===== src/rtl/vpu_test_pkg.sv =====
// Shared types and ASCII helpers for the VPU self-test UART reporter.
package vpu_test_pkg;

  typedef enum logic [2:0] {
    StIdle,
    StCapture,
    StLoad,
    StSend,
    StNext,
    StDone
  } rpt_state_t;

  typedef enum logic {
    MSG_PASS,
    MSG_FAIL
  } msg_kind_t;

  localparam logic [7:0] CHR_SPACE = 8'h20;
  localparam logic [7:0] CHR_CR    = 8'h0D;
  localparam logic [7:0] CHR_LF    = 8'h0A;

  // Uppercase hex digit: 0x30 + n for 0-9, 0x41 + (n - 10) for A-F.
  function automatic logic [7:0] hex_ascii(input logic [3:0] nib);
    if (nib < 4'd10) begin
      return 8'h30 + {4'h0, nib};
    end
    return 8'h37 + {4'h0, nib};
  endfunction

endpackage


===== src/rtl/uart_tx_byte.sv =====
// UART 8N1 byte transmitter: start bit, 8 data bits LSB first, stop bit.
module uart_tx_byte #(
  parameter int unsigned CLKS_PER_BIT = 868
) (
  input  logic       clk_100mhz,
  input  logic       rst,
  input  logic       start,
  input  logic [7:0] data,
  output logic       tx,
  output logic       busy,
  output logic       done
);

  localparam int unsigned CntW = (CLKS_PER_BIT > 1) ? $clog2(CLKS_PER_BIT) : 1;
  localparam logic [CntW-1:0] CntLast = CntW'(CLKS_PER_BIT - 1);

  logic [CntW-1:0] cnt_q;
  logic [3:0]      bit_q;
  logic [7:0]      shreg_q;
  logic            tx_q;
  logic            busy_q;
  logic            bit_end;

  assign bit_end = busy_q && (cnt_q == CntLast);
  assign done    = bit_end && (bit_q == 4'd9);
  assign tx      = tx_q;
  assign busy    = busy_q;

  // bit_q: 0 = start, 1..8 = data, 9 = stop.
  always_ff @(posedge clk_100mhz or posedge rst) begin
    if (rst) begin
      tx_q    <= 1'b1;
      busy_q  <= 1'b0;
      cnt_q   <= '0;
      bit_q   <= '0;
      shreg_q <= '0;
    end else if (!busy_q) begin
      if (start) begin
        busy_q  <= 1'b1;
        tx_q    <= 1'b0;
        cnt_q   <= '0;
        bit_q   <= '0;
        shreg_q <= data;
      end
    end else if (bit_end) begin
      cnt_q <= '0;
      if (bit_q == 4'd9) begin
        busy_q <= 1'b0;
        bit_q  <= '0;
        tx_q   <= 1'b1;
      end else begin
        bit_q <= bit_q + 4'd1;
        if (bit_q < 4'd8) begin
          tx_q    <= shreg_q[0];
          shreg_q <= {1'b0, shreg_q[7:1]};
        end else begin
          tx_q <= 1'b1;
        end
      end
    end else begin
      cnt_q <= cnt_q + CntW'(1);
    end
  end

endmodule


===== src/rtl/vpu_test_uart_reporter.sv =====
// Sends one ASCII PASS/FAIL report over UART when the self-test reaches a terminal status.
module vpu_test_uart_reporter
  import vpu_test_pkg::*;
#(
  parameter int unsigned CLKS_PER_BIT = 868,
  parameter int unsigned DATA_W       = 32
) (
  input  logic              clk_100mhz,
  input  logic              rst,
  input  logic              pass_i,
  input  logic              fail_i,
  input  logic [7:0]        test_num_i,
  input  logic [7:0]        tests_passed_i,
  input  logic [DATA_W-1:0] result_i,
  input  logic [DATA_W-1:0] golden_i,
  output logic              uart_tx_o,
  output logic              busy_o,
  output logic              sent_o
);

  localparam int unsigned NibW      = DATA_W / 4;
  localparam int unsigned PassBytes = 9;
  localparam int unsigned FailBytes = 11 + 2 * NibW;
  localparam int unsigned IdxW      = $clog2(FailBytes);

  rpt_state_t        state_q, state_d;
  msg_kind_t         kind_q;
  logic              prev_q;
  logic              ev;
  logic [7:0]        test_num_q, tests_passed_q;
  logic [DATA_W-1:0] result_q, golden_q;
  logic [IdxW-1:0]   byte_idx_q, byte_idx_d;
  logic [IdxW-1:0]   last_idx;
  logic [7:0]        cur_byte;
  logic [DATA_W-1:0] nib_src;
  int unsigned       idx;
  logic              tx_start, tx_busy, tx_done;

  assign ev       = pass_i | fail_i;
  assign last_idx = (kind_q == MSG_FAIL) ? IdxW'(FailBytes - 1) : IdxW'(PassBytes - 1);

  always_ff @(posedge clk_100mhz or posedge rst) begin
    if (rst) begin
      state_q        <= StIdle;
      prev_q         <= 1'b0;
      byte_idx_q     <= '0;
      kind_q         <= MSG_PASS;
      test_num_q     <= '0;
      tests_passed_q <= '0;
      result_q       <= '0;
      golden_q       <= '0;
    end else begin
      state_q    <= state_d;
      prev_q     <= ev;
      byte_idx_q <= byte_idx_d;
      if (state_q == StCapture) begin
        kind_q         <= fail_i ? MSG_FAIL : MSG_PASS;
        test_num_q     <= test_num_i;
        tests_passed_q <= tests_passed_i;
        result_q       <= result_i;
        golden_q       <= golden_i;
      end
    end
  end

  always_comb begin
    state_d    = state_q;
    byte_idx_d = byte_idx_q;
    tx_start   = 1'b0;
    unique case (state_q)
      StIdle:    if (ev && !prev_q) state_d = StCapture;
      StCapture: begin
        byte_idx_d = '0;
        state_d    = StLoad;
      end
      StLoad: begin
        if (!tx_busy) begin
          tx_start = 1'b1;
          state_d  = StSend;
        end
      end
      StSend:    if (tx_done) state_d = StNext;
      StNext: begin
        if (byte_idx_q == last_idx) begin
          state_d = StDone;
        end else begin
          byte_idx_d = byte_idx_q + IdxW'(1);
          state_d    = StLoad;
        end
      end
      StDone:    state_d = StDone;
      default:   state_d = StIdle;
    endcase
  end

  always_comb begin
    busy_o = (state_q == StCapture) || (state_q == StLoad) ||
             (state_q == StSend) || (state_q == StNext);
    sent_o = (state_q == StDone);
  end

  // Message byte at byte_idx; the FAIL layout is
  // "FAIL tt rrrr.. gggg..\r\n", the PASS layout "PASS pp\r\n".
  always_comb begin
    idx      = {{(32 - IdxW){1'b0}}, byte_idx_q};
    nib_src  = '0;
    cur_byte = CHR_SPACE;
    if (idx == 0) begin
      cur_byte = (kind_q == MSG_FAIL) ? "F" : "P";
    end else if (idx == 1) begin
      cur_byte = "A";
    end else if (idx == 2) begin
      cur_byte = (kind_q == MSG_FAIL) ? "I" : "S";
    end else if (idx == 3) begin
      cur_byte = (kind_q == MSG_FAIL) ? "L" : "S";
    end else if (idx == 4) begin
      cur_byte = CHR_SPACE;
    end else if (idx == 5) begin
      cur_byte = hex_ascii((kind_q == MSG_FAIL) ? test_num_q[7:4] : tests_passed_q[7:4]);
    end else if (idx == 6) begin
      cur_byte = hex_ascii((kind_q == MSG_FAIL) ? test_num_q[3:0] : tests_passed_q[3:0]);
    end else if (kind_q == MSG_PASS) begin
      cur_byte = (idx == 7) ? CHR_CR : CHR_LF;
    end else if (idx == 7) begin
      cur_byte = CHR_SPACE;
    end else if (idx < 8 + NibW) begin
      nib_src  = result_q >> (4 * (NibW - 1 - (idx - 8)));
      cur_byte = hex_ascii(nib_src[3:0]);
    end else if (idx == 8 + NibW) begin
      cur_byte = CHR_SPACE;
    end else if (idx < 9 + 2 * NibW) begin
      nib_src  = golden_q >> (4 * (NibW - 1 - (idx - 9 - NibW)));
      cur_byte = hex_ascii(nib_src[3:0]);
    end else if (idx == 9 + 2 * NibW) begin
      cur_byte = CHR_CR;
    end else begin
      cur_byte = CHR_LF;
    end
  end

  uart_tx_byte #(
    .CLKS_PER_BIT(CLKS_PER_BIT)
  ) u_tx (
    .clk_100mhz(clk_100mhz),
    .rst       (rst),
    .start     (tx_start),
    .data      (cur_byte),
    .tx        (uart_tx_o),
    .busy      (tx_busy),
    .done      (tx_done)
  );

endmodule


===== config.mk =====
export PLATFORM = sky130hd
export DESIGN_NAME = vpu_test_uart_reporter
export DESIGN_NICKNAME = d
export VERILOG_FILES = /design/src/rtl/vpu_test_pkg.sv /design/src/rtl/uart_tx_byte.sv /design/src/rtl/vpu_test_uart_reporter.sv
export SDC_FILE = /design/constraint.sdc
export NUM_CORES = 1
export LEC_CHECK = 0
export ABC_AREA = 1
export CAP_MARGIN = 20
export CORE_ASPECT_RATIO = 0.75
export CORE_UTILIZATION = 59
export DETAILED_ROUTE_END_ITERATION = 12
export MAX_ROUTING_LAYER = met4
export PLACE_DENSITY_LB_ADDON = 0.08
export SYNTH_ARGS = -nofsm -noshare
export SYNTH_HDL_FRONTEND = slang
export SYNTH_SLANG_ARGS = --single-unit

===== constraint.sdc =====
create_clock -name clk_100mhz -period 8.3 [get_ports clk_100mhz]
set_input_delay 0.83 -clock clk_100mhz [delete_from_list [all_inputs] [get_ports clk_100mhz]]
set_output_delay 0.83 -clock clk_100mhz [all_outputs]
set_load 0.05 [all_outputs]

==> reports/results.ini <==
[route]
ant_nets = 0
dr.pass1.iters = 6
drtIter0Drc = 445
vias = 6143
wl_per_cell_um = 14.0
totalWireLength_mm = 15.9
drt_drc_violations_left = 0
via_per_inst = 5.42

[synth]
synth.distinct_cells = 46
synth_area_leaders = dfrtp_1 (43%), nand2_1 (19%), nor2_1 (5.3%)
avgSynthCellArea_um2 = 7.13
synth_seq_cells = 113
yosysWarnings = 0
syn_area_um2 = 6460
synth_top_area_frac = 0.434
ys_async_sr_fraction = 1.00
synth_top_area_cell = dfrtp_1
syn-num-nets = 1007
yosysSeqAreaShare = 0.438
synth-edff-count = 0
syn_inst = 907
ys.flop_type = dfrtp_1

[cts]
clock_latency_ns = 0.41
htreeDepth = 4
holdBufCountCts = 0
post_cts_resized = 0
cts_setup_buffers = 0
clock_path_buffers = 2
ctsRootBufferMaster = clkbuf_16
path_clk_slew_ns = 0.06
cts_sinks = 113
numCtsBuffers = 17
cts_tree = done

[floorplanning]
pin_count = 87
fp-row-count = 32
die-area_um2 = 11400
start_util = 0.619
die_w_um = 123
core_um2 = 10500
die_h_um = 92.6

[flow_run]
cap_viol_max_count = 0

[critical_path]
crit_path_end_kind = register
arrival_ns = 3.62
worstPathRequired_ns = 8.59
path_class = reg2reg
critPathMaxFanout = 17
worst_setup_path_start_kind = register
reg2reg_depth = 22

[placement]
gp_congestion = 0.942
io_buffers = 86
pre_cts_slack_ns = 5.07
hpwl_mm = 11.0

[pwr]
powerDensity_nw_per_um2 = 325
p_leak_nw = 3.91
ir_drop_uv = 171

[finish]
syn2layout_area_growth_pct = 23.7
layout-drive-gt1-share = 0.0691
antennaDiodeCount = 0
nets = 1085

[global_route]
grt-ovfl-total = 0
grt_pass1_vias = 6067
grt_start_max_net_pins = 80
grt_pass1_wl_mm = 27.6
antenna_found_initial = 0
grt_use_total = 0.319

[timing]
min_period_ns = 3.33
rsz0062_at_grt = no
layout_setup_ws_ns = 4.97
drv_slew = 0
fmax_mhz = 301
finalHoldViolCount = 0
finalSetupViolations = 0
worstMarginPinSlew_ns = 0.981
finClkSkew_ns = 0.00503
hold_slack_ns = 0.467
fin_crit_sh = 0.401
setup_tns_ns = 0
max_slew_margin = 0.345

[worst_hold_path]
holdCritPathClass = reg2reg
holdPathStages = 2

[run_status]
status = complete, no violations

==> final timing paths <==
kind | to | from | slack, ns
worst max-delay path | u_tx.shreg_q[4]$_DFFE_PP0P_ | byte_idx_q[1]$_DFFE_PP0P_ | 4.97
worst max register to register | u_tx.shreg_q[4]$_DFFE_PP0P_ | byte_idx_q[1]$_DFFE_PP0P_ | 4.97
worst min register to register | golden_q[24]$_DFFE_PP0P_ | golden_q[24]$_DFFE_PP0P_ | 0.47
worst min-delay path | golden_q[24]$_DFFE_PP0P_ | golden_q[24]$_DFFE_PP0P_ | 0.47
max in group asynchronous | golden_q[24]$_DFFE_PP0P_ | rst | 6.20
min in group asynchronous | test_num_q[3]$_DFFE_PP0P_ | rst | 0.78
==> sequential cells by signal (all words and copies together) (netlist names) <==
register / flops
golden_q: 32
u_tx.busy: 1
tests_passed_q: 8
u_tx.bit_q: 4
u_tx.tx: 1
kind_q: 1
prev_q: 1
test_num_q: 8
u_tx.cnt_q: 10
state_q: 3
byte_idx_q: 5
u_tx.shreg_q: 7
result_q: 32
==> cells in the final DEF, fill, tap and decap left out, drive strengths merged, types with 4 or more instances in the layout <==
| cell type | count |
|---|---|
| nand2 | 331 |
| dfrtp | 112 |
| inv | 99 |
| nor2 | 95 |
| clkdlybuf4s50 | 86 |
| o21ai | 81 |
| nand3 | 52 |
| a21oi | 30 |
| nor3 | 21 |
| clkbuf | 19 |
| ha | 16 |
| clkinv | 6 |
| nand4 | 4 |
| nor4 | 4 |
| bufinv | 4 |
| buf | 4 |
==> stage by stage <==
step                utilization  power [mW]  instances  cell area (µm²)
global placement          0.705        1.76       1102             7370
global route              0.765        2.79       1134             8000
finish                    0.765        2.60       1134             8000
detailed placement        0.705        1.80       1102             7370
floorplan                     -        1.57        907             6460
CTS                       0.765        2.60       1134             8000
==> Yosys cell counts (all sizes together), types with 4 or more instances <==
cell type  instances
nor3              21
ha                16
clkbuf            16
o21ai             81
dfrtp            112
nand4              4
a21oi             30
nand3             52
inv               97
buf               15
nor4               4
nand2            331
nor2              95
==> metal layers <==
layer	vias to the layer above	routed length [µm]	GRT usage
met2	229	7330	0.503
met4	0	242	0.109
met3	29	945	0.0554
li1	3042	-	-
met5	-	0	-
met1	2843	7380	0.418
==> worst max-delay path, cell delays in order, from the launching register on <==
cell	delay, ns
dfrtp_1	0.71
inv_2	0.22
ha_1	0.56
inv_1	0.21
nand3_1	0.14
nand2_1	0.06
nand2_1	0.07
nand3_2	0.11
ha_1	0.22
nand2_1	0.11
nand3_2	0.10
nand3_1	0.08
nand2_1	0.06
nand2_1	0.09
nand2_1	0.05
nand2_1	0.05
nand2_1	0.05
nand2_1	0.06
nand2_1	0.06
nand2_1	0.06
nand2_1	0.05
nand2_1	0.05
a21oi_1	0.06
==> area by class of cell <==
type / count / area [µm²]
Inverter: 99 / 374
Multi-Input combinational cell: 664 / 3110
Tap cell: 136 / 170
Timing Repair Buffer: 90 / 891
Clock inverter: 13 / 184
Clock buffer: 19 / 443
Sequential cell: 113 / 2830
Fill cell: 774 / 2450
==> power by group <==
part,switching [mW],internal [mW]
Clock,0.269,0.510
Sequential,0.157,0.791
Combinational,0.559,0.311
Total,0.985,1.61
==> cells by family after synthesis <==
kind of cell | count (synthesis) | synth area share
muxes | 1 | 0.00155
xor gates and xnor gates | 5 | 0.00794
DFF | 113 | 0.438
buffers and inverters | 130 | 0.0825
AOI/OAI and AO/OA | 130 | 0.110
adders and majority gates | 16 | 0.0310
and+or+nand+nor | 512 | 0.329
Power figures use the tool's default switching activity.
==> RTL change: new RTL, same flow settings <==
Change the parameter `DATA_W` from 32 to 64.
--- a/src/rtl/vpu_test_uart_reporter.sv
+++ b/src/rtl/vpu_test_uart_reporter.sv
@@ -4,5 +4,5 @@
 #(
   parameter int unsigned CLKS_PER_BIT = 868,
-  parameter int unsigned DATA_W       = 32
+  parameter int unsigned DATA_W       = 64
 ) (
   input  logic              clk_100mhz,
Interface: changed (resized golden_i and result_i); port bits go from 87 to 151. No check against the original RTL was run, so the function may have changed too.
==> RTL change against the unedited design <==
  * Routed wire length up 57%
  * Hold slack about the same
  * Die area increased by 49%
  * Total power shrank 26%
  * Sequential cell count increased by 65
  * Worst setup slack got worse by 1.2 ns
  * Area after synthesis grew 50%
  * Clock skew up 0.0018 ns
  * Design area grew 48%
  * Count of clock-buffer cells in the layout is 2 higher
  * Critical path depth up 2
  * Largest cell class is now flip-flops and latches
  * Largest power group unchanged
  * Highest routed layer unchanged
==> RTL change: results (changes against the unedited design) <==
routing:
  drt_iter0_drc: 663  # was 445
  met1Wirelength_mm: 11.76  # was 7.379 mm
  avgViaCountPerCell: 5.353  # was 5.417
  dr_wl_met2_mm: 10.84  # was 7.331 mm
place:
  place_area_um2: 11230  # was 7371 µm²
  dp_slack_ns: 3.920  # was 5.074 ns
  gp_congestion: 0.9453  # was 0.9424
  dp_hpwl_mm: 17.06  # was 11.00 mm
  portBuffers: 150  # was 86
layout:
  final_core_util_pct: 73.68  # was 76.53%
  multi_input_gates: 968  # was 664
  inv_count: 137  # was 99
  num-fill-cells: 1268  # was 774
  nClkBuffers: 21  # was 19
  multi_input_area_um2: 4444  # was 3107 µm²
  reg_top3: "golden_q x64, result_q x64, u_tx.cnt_q x10"  # was golden_q x32, result_q x32, u_tx.cnt_q x10
  signal_buffers: 154  # was 90
  clock_area_share_pct: 5.158  # was 7.838%
  final_nets: 1620  # was 1085
  numSequentialCells: 178  # was 113
worst_hold_path:
  hold_path_end: "golden_q[40]"  # was golden_q[24]
grt:
  grt_pass1_wl_mm: 41.40  # was 27.56 mm
  grt_usage_pct: 32.21  # was 31.95%
logic_synthesis:
  syn_inst: 1341  # was 907
  ys_top_cells_by_area: "dfrtp_1 (46%), nand2_1 (20%), o21ai_0 (5.6%), inv_1 (4.9%), nor2_1 (3.9%)"  # was dfrtp_1 (43%), nand2_1 (19%), nor2_1 (5.3%), inv_1 (5.0%), o21ai_0 (5.0%)
  yosys-top-cells-count: "nand2_1 (528), dfrtp_1 (177), inv_1 (126), o21ai_0 (108), nor2_1 (102)"  # was nand2_1 (328), dfrtp_1 (112), nor2_1 (92), inv_1 (86), o21ai_0 (64)
  synth.distinct_cells: 45  # was 46
power_and_ir_drop:
  ir_worst_vdd_mv: 0.1042  # was 0.1706 mV
  p_leak_nw: 5.760  # was 3.910 nW
sta:
  skew_ns: 0.006865  # was 0.005034 ns
  holdWs_ns: 0.4674  # was 0.4670 ns
  fmax_mhz: 223.0  # was 300.6 MHz
setup_path:
  r2r_slack_ns: 3.82  # was 4.97 ns
  slowest_stage: "ha_1"  # was dfrtp_1
  r2r_cells: 24  # was 22
  max_stage_delay_ns: 1.02  # was 0.71 ns
outcome:
  outcome: "completed"  # unchanged
clock_network:
  clock_latency_ns: 0.43  # was 0.41 ns
==> RTL change: cell types whose count changed in the layout (fill, tap and decap cells not counted), moves of 10 or more <==
cell and delta:
o21ai_0 +44, nand2_1 +200, dfrtp_1 +64, inv_1 +39
clkdlybuf4s50_1 +64, nand3_1 +27, nor2_1 +10
==> RTL change: kinds of logic after synthesis <==
family                   share of synthesized area (%)
XOR/XNOR                                         1.148
flip-flops                                       45.93
buffers and inverters                            8.306
multiplexers                                    0.7223
AND/OR/NAND/NOR                                  31.46
adder cells (fa/ha/maj)                          2.064
AO/OA/AOI/OAI                                    10.37
==> RTL change: power by group through the flow <==
| stage | Clock, mW | Sequential, mW | Combinational (mW) |
|---|---|---|---|
| after floorplan | 0 | 0.932 | 0.0706 |
| after global placement | 0 | 0.937 | 0.156 |
| after detailed placement | 0 | 0.937 | 0.160 |
| after CTS | 0.845 | 0.922 | 0.162 |
| after global routing | 0.881 | 0.925 | 0.181 |
| final | 0.843 | 0.922 | 0.160 |
